==> config.mk <==
export PLATFORM = sky130hd
export DESIGN_NAME = pixel_readout
export DESIGN_NICKNAME = d
export VERILOG_FILES = /design/src/rtl/pixel_readout.sv
export SDC_FILE = /design/constraint.sdc
export NUM_CORES = 1
export LEC_CHECK = 0
export CORE_MARGIN = 2
export CORE_UTILIZATION = 45
export DETAILED_ROUTE_END_ITERATION = 16
export GPL_TIMING_DRIVEN = 0
export PLACE_DENSITY = 0.66
export SLEW_MARGIN = 25
export SYNTH_ARGS = -nofsm -noshare
export SYNTH_HDL_FRONTEND = slang
export SYNTH_SLANG_ARGS = --single-unit
==> constraint.sdc <==
create_clock -name clk -period 3.6 [get_ports clk]
set_input_delay 0.36 -clock clk [delete_from_list [all_inputs] [get_ports clk]]
set_output_delay 0.36 -clock clk [all_outputs]
set_load 0.02 [all_outputs]
==> src/rtl/pixel_readout.sv <==
`default_nettype none
// ============================================================================
// Module   : pixel_readout
// Purpose  : Receiving end of the 2x2 pixel array readout. It watches the
//            read1/read2 phase strobes and samples the pixel buses once they
//            have settled. Each row is queued as two bytes in a small FIFO,
//            and the FIFO streams one byte per beat with valid/ready and an
//            end-of-frame marker on pixel 4.
// Ports    : clk, reset (async, active-high)
//            read1, read2          phase strobes (row 1 / row 2)
//            pixData1..pixData4    8-bit pixel output buses
//            out_data/out_valid/out_ready/out_last  byte stream
//            clear                 sync clear of sticky flags and frame_count
//            overflow, protocol_err  sticky status flags
//            frame_count           completed frames pushed (wraps)
// Revision : 1.0 - initial release
// ============================================================================
module pixel_readout #(
  parameter int SAMPLE_DELAY = 4,
  parameter int DEPTH        = 8
) (
  input  logic       clk,
  input  logic       reset,
  input  logic       read1,
  input  logic       read2,
  input  logic [7:0] pixData1,
  input  logic [7:0] pixData2,
  input  logic [7:0] pixData3,
  input  logic [7:0] pixData4,
  output logic [7:0] out_data,
  output logic       out_valid,
  input  logic       out_ready,
  output logic       out_last,
  input  logic       clear,
  output logic       overflow,
  output logic       protocol_err,
  output logic [7:0] frame_count
);

  localparam int          AW      = $clog2(DEPTH);
  localparam int          CW      = AW + 1;
  localparam logic [3:0]  DLY_END = 4'(SAMPLE_DELAY);
  localparam logic [CW-1:0] ROOM2 = CW'(DEPTH - 2);

  typedef enum logic [2:0] {
    S_IDLE   = 3'd0,
    S_DLY1   = 3'd1,
    S_CAP1   = 3'd2,
    S_PUSH1B = 3'd3,
    S_ROW1   = 3'd4,
    S_DLY2   = 3'd5,
    S_CAP2   = 3'd6,
    S_PUSH2B = 3'd7
  } state_t;

  state_t          state, state_next;
  logic [3:0]      dly_cnt, dly_cnt_next;
  logic            read1_q, read2_q;
  logic [7:0]      hold_byte;

  // FSM request signals
  logic            push;
  logic [7:0]      push_data;
  logic            push_last;
  logic            hold_load;
  logic [7:0]      hold_in;
  logic            perr_set;
  logic            ovf_set;
  logic            frame_inc;

  // FIFO state
  logic [8:0]      mem [DEPTH];
  logic [AW-1:0]   wr_ptr, rd_ptr;
  logic [CW-1:0]   count;
  logic            pop;
  logic            room_ok;

  logic            rise1, rise2;
  assign rise1 = read1 & ~read1_q;
  assign rise2 = read2 & ~read2_q;

  // A pop in this cycle is deliberately not credited: the check uses the
  // registered count only.
  assign room_ok = (count <= ROOM2);

  // --------------------------------------------------------------------------
  // State register and strobe history
  // --------------------------------------------------------------------------
  always_ff @(posedge clk or posedge reset) begin
    if (reset) begin
      state     <= S_IDLE;
      dly_cnt   <= 4'd0;
      read1_q   <= 1'b0;
      read2_q   <= 1'b0;
      hold_byte <= 8'd0;
    end else begin
      state   <= state_next;
      dly_cnt <= dly_cnt_next;
      read1_q <= read1;
      read2_q <= read2;
      if (hold_load) hold_byte <= hold_in;
    end
  end

  // --------------------------------------------------------------------------
  // Next-state and request logic
  // --------------------------------------------------------------------------
  always_comb begin
    state_next   = state;
    dly_cnt_next = dly_cnt;
    push         = 1'b0;
    push_data    = 8'd0;
    push_last    = 1'b0;
    hold_load    = 1'b0;
    hold_in      = 8'd0;
    perr_set     = 1'b0;
    ovf_set      = 1'b0;
    frame_inc    = 1'b0;

    if (read1 && read2) begin
      // Overlapping strobes abort whatever is in flight.
      perr_set     = 1'b1;
      state_next   = S_IDLE;
      dly_cnt_next = 4'd0;
    end else begin
      case (state)
        S_IDLE: begin
          if (rise1) begin
            state_next   = S_DLY1;
            dly_cnt_next = 4'd1;
          end else if (rise2) begin
            perr_set = 1'b1;
          end
        end
        S_DLY1: begin
          if (!read1) begin
            perr_set     = 1'b1;
            state_next   = S_IDLE;
            dly_cnt_next = 4'd0;
          end else if (dly_cnt == DLY_END) begin
            state_next   = S_CAP1;
            dly_cnt_next = 4'd0;
          end else begin
            dly_cnt_next = dly_cnt + 4'd1;
          end
        end
        S_CAP1: begin
          // Byte 1 goes straight from the bus; byte 2 is held for next cycle.
          hold_load = 1'b1;
          hold_in   = pixData2;
          if (room_ok) begin
            push       = 1'b1;
            push_data  = pixData1;
            state_next = S_PUSH1B;
          end else begin
            ovf_set    = 1'b1;
            state_next = S_ROW1;
          end
        end
        S_PUSH1B: begin
          push       = 1'b1;
          push_data  = hold_byte;
          state_next = S_ROW1;
        end
        S_ROW1: begin
          if (rise2) begin
            state_next   = S_DLY2;
            dly_cnt_next = 4'd1;
          end else if (rise1) begin
            perr_set     = 1'b1;
            state_next   = S_DLY1;
            dly_cnt_next = 4'd1;
          end
        end
        S_DLY2: begin
          if (!read2) begin
            perr_set     = 1'b1;
            state_next   = S_IDLE;
            dly_cnt_next = 4'd0;
          end else if (dly_cnt == DLY_END) begin
            state_next   = S_CAP2;
            dly_cnt_next = 4'd0;
          end else begin
            dly_cnt_next = dly_cnt + 4'd1;
          end
        end
        S_CAP2: begin
          hold_load = 1'b1;
          hold_in   = pixData4;
          if (room_ok) begin
            push       = 1'b1;
            push_data  = pixData3;
            state_next = S_PUSH2B;
          end else begin
            ovf_set    = 1'b1;
            state_next = S_IDLE;
          end
        end
        S_PUSH2B: begin
          push       = 1'b1;
          push_data  = hold_byte;
          push_last  = 1'b1;
          frame_inc  = 1'b1;
          state_next = S_IDLE;
        end
        default: begin
          state_next   = S_IDLE;
          dly_cnt_next = 4'd0;
        end
      endcase
    end
  end

  // --------------------------------------------------------------------------
  // FIFO
  // --------------------------------------------------------------------------
  assign out_valid = (count != '0);
  assign pop       = out_valid & out_ready;

  // Storage is not reset, so the head is masked while empty to keep the
  // outputs at zero after reset.
  assign out_data  = out_valid ? mem[rd_ptr][7:0] : 8'd0;
  assign out_last  = out_valid ? mem[rd_ptr][8]   : 1'b0;

  always_ff @(posedge clk) begin
    if (push) mem[wr_ptr] <= {push_last, push_data};
  end

  always_ff @(posedge clk or posedge reset) begin
    if (reset) begin
      wr_ptr <= '0;
      rd_ptr <= '0;
      count  <= '0;
    end else begin
      if (push) wr_ptr <= wr_ptr + 1'b1;
      if (pop)  rd_ptr <= rd_ptr + 1'b1;
      case ({push, pop})
        2'b10:   count <= count + 1'b1;
        2'b01:   count <= count - 1'b1;
        default: count <= count;
      endcase
    end
  end

  // --------------------------------------------------------------------------
  // Sticky flags and frame counter (a new event wins over clear)
  // --------------------------------------------------------------------------
  always_ff @(posedge clk or posedge reset) begin
    if (reset) begin
      overflow     <= 1'b0;
      protocol_err <= 1'b0;
      frame_count  <= 8'd0;
    end else begin
      if (ovf_set)    overflow <= 1'b1;
      else if (clear) overflow <= 1'b0;

      if (perr_set)   protocol_err <= 1'b1;
      else if (clear) protocol_err <= 1'b0;

      if (clear)          frame_count <= frame_inc ? 8'd1 : 8'd0;
      else if (frame_inc) frame_count <= frame_count + 8'd1;
    end
  end

endmodule
`default_nettype wire

==> metrics.md <==
| Metric | Value |
|---|---|
| Post-CTS Setup Bufs | 0 |
| H-tree depth reported by CTS | 3 |
| Unrepaired setup endpoints after global routing | false |
| Status | completed |
| Largest net degree at the start of global routing | 24 |
| EDFF count, synth | 72 |
| Worst-margin pin slew | 987 ps |
| Grt total ovfl | 0 |
| Setup_tns | 0 ps |
| Final Routed Wirelength | 10.0 mm |
| Yosys top cell by area | edfxtp_1 |
| CTS tree | yes |
| Post-cts hold buffer count | 0 |
| Number of port buffers | 56 |
| Layout cells sized above 1 | 0.165 |
| Placed inst area | 5820 um^2 |
| Worst slew margin | 0.335 |
| Antenna cell count | 0 |
| Cell area after synthesis | 4980 um^2 |
| # clock sinks | 109 |
| Total power | 3.20 mW |
| Max Clk Rate | 0.309 GHz |
| Vias per cell | 5.40 |
| Async set-reset flop share out of synthesis | 0.339 |
| Hold Slack | 252 ps |
| Most common cell after layout, fill and taps aside | edfxtp_1 |
| Area Overhead vs Synth | 20.4% |
| Mapped Cells | 352 |
| Clock Path Buffers | 2 |
| Worst-path fanout max | 10 |
| Nets@finish | 472 |
| Commonest non-fill, non-tap cells in the layout | edfxtp_1 (72), clkdlybuf4s50_1 (56), dfrtp_1 (37) |
| Die W | 109 um |
| Compound-gate portion of the synthesized area | 0.0658 |
| R2R cell count | 13 |
| VDD IR-drop max | 0.298 mV |
| Final Critical Period | 3230 ps |
| Post-DP HPWL | 7.25 mm |
| Power Dens Cells | 533 nW/um^2 |
| WP data arrival | 2870 ps |
| Area of the multi-input gates | 1770 um^2 |
| Largest family of logic cells by synthesized area | multiplexers |
| Register area | 3090 um^2 |
| Tcrit/Tclk final | 0.898 |
| Die area | 11900 um^2 |
| Top-Level Pins | 58 |
| First DRT Iteration DRCs | 252 |
| Final-report hold violation count | 0 |
| Kind of critical path | register to output pin |
| Max-Cap Viols | 0 |
| Pre-Repair DR Iteration Count | 4 |
| Avg Cell Area, Syn | 14.2 um^2 |
| CTS clk-pin slew, worst paths | 110 ps |
| Slew Limit Fails | 0 |
| Clk root buf | clkbuf_8 |
| Crit path capture type | output pin |
| Simple-gate share of the synthesized area | 0.0987 |
| Worst min path class | input port to asynchronous set/reset pin |
| Static Leak | 2.24 nW |
| Core area | 10800 um^2 |
| DIE HEIGHT | 109 um |
| Synth Warn # | 0 |
| Wire per inst | 17.6 um |
| Most used DFF post-synth | edfxtp_1 |
| Total GRT Usage | 0.188 |
| Worst skew pair latency | 390 ps |
| Seq/Total Area, Yosys | 0.620 |
| Adder-cell share of the synthesized area | 0.0201 |
| Vias in the first global route | 3155 |
| Initial antenna violation count | 0 |
| Count of cell types in the netlist | 56 |
| Share of the synthesized area in the top cell type | 0.434 |
| Mux cell area share after synthesis | 0.139 |
| Filler cells | 919 |
| Synth area leaders | edfxtp_1 (43%), dfrtp_1 (19%), mux4_2 (8.1%), mux2i_1 (5.2%), ha_1 (2.0%) |
| Row cnt | 38 |
| XOR/XNOR share of the synthesized area | 0.0264 |
| FF+latch count, synth | 109 |
| Synthesized Nets | 398 |
| Final setup fails | 0 |
| Drc violations | 0 |
| Crit start category | register |
| Worst Skew | 11.9 ps |
| Initial Util | 0.460 |
| Antenna-violating nets left | 0 |
| Required @ worst endpoint | 3240 ps |
| First-pass GRT wire length | 16.5 mm |
| Detailed-route via count | 3084 |
| RePlAce Congestion | 0.806 |
| Post-cts sizing count | 0 |
| Final instance area | 6000 um^2 |
| Num CTS Buffers | 9 |
## layout make-up
class                   instances  share of cell area
flip-flops and latches        109               0.515
repair buffers                 63               0.105
clock buffers                   9              0.0207
multi-input cells             211               0.295
well taps                     140              0.0292
plain buffers                  19              0.0173
inverters                      13             0.00814
clock inverters                 7             0.00939
## kinds of logic (layout without fill, tap and decap cells)
family,after synthesis,after routing
flops,109,109
simple gates,92,92
compound gates,50,50
mux,46,46
buf+inv,32,111
xor+xnor,15,15
fa+ha+maj,8,8
## per-stage QoR
| step | setup slack, ps | util | cells |
|---|---|---|---|
| floorplan | 974 | - | 352 |
| global placement | -410 | 0.528 | 548 |
| detailed placement | 332 | 0.536 | 555 |
| CTS | 334 | 0.553 | 571 |
| global route | 198 | 0.553 | 571 |
| finish | 368 | 0.553 | 571 |
## worst max-delay path: stages, from the launching register on
cell and delay (ps):
dfrtp_1 360, clkbuf_2 310, buf_1 550, mux4_2 410, mux2i_1 210, nor2_1 70, clkdlybuf4s50_1 560
## state kept, by name, indices dropped and copies added, names as in the netlist
signal,count
hold_byte,8
mem,72
state,3
count,4
frame_count,8
rd_ptr,3
protocol_err,1
overflow,1
read2_q,1
dly_cnt,4
wr_ptr,3
read1_q,1
## metal layers
layer  up-vias  GRT usage  part of all wire
met5         -          0                 0
met4         0     0.0678             0.013
met3        10     0.0418             0.038
met2        64      0.308              0.50
met1      1539      0.247              0.45
li1       1471          -                 -
## where the power goes
part | leakage [nW] | total [mW] | switching [mW] | internal (mW)
Clock | 0.0911 | 0.706 | 0.444 | 0.262
Sequential | 1.21 | 1.41 | 0.0318 | 1.38
Combinational | 0.935 | 1.08 | 0.537 | 0.548
Total | 2.24 | 3.20 | 1.01 | 2.19
## worst paths after layout
kind,to,slack (ps),from
worst max-delay path,out_data[2],370,rd_ptr[1]
worst min register to register,hold_byte[5],530,hold_byte[5]
worst max register to register,count[2],720,count[0]
min in group clk,frame_count[3],350,clear
worst min-delay path,frame_count[1],250,reset
max in group asynchronous,hold_byte[6],2910,reset
## synth_stat cells (3+ instances only)
| master | number |
|---|---|
| clkbuf_1 | 3 |
| dfrtp_1 | 37 |
| ha_1 | 8 |
| o21ai_0 | 13 |
| buf_1 | 4 |
| a31o_2 | 3 |
| nand2b_1 | 6 |
| edfxtp_1 | 72 |
| nand3b_1 | 4 |
| xnor2_1 | 6 |
| buf_2 | 6 |
| nand2_1 | 21 |
| nor2_1 | 26 |
| mux2i_1 | 26 |
| mux4_2 | 18 |
| nand4_1 | 4 |
| a21oi_1 | 17 |
| nor3_1 | 5 |
| nand3_1 | 8 |
| xor2_1 | 9 |
| inv_1 | 11 |
Note: power is estimated with default switching activity, not from simulation.
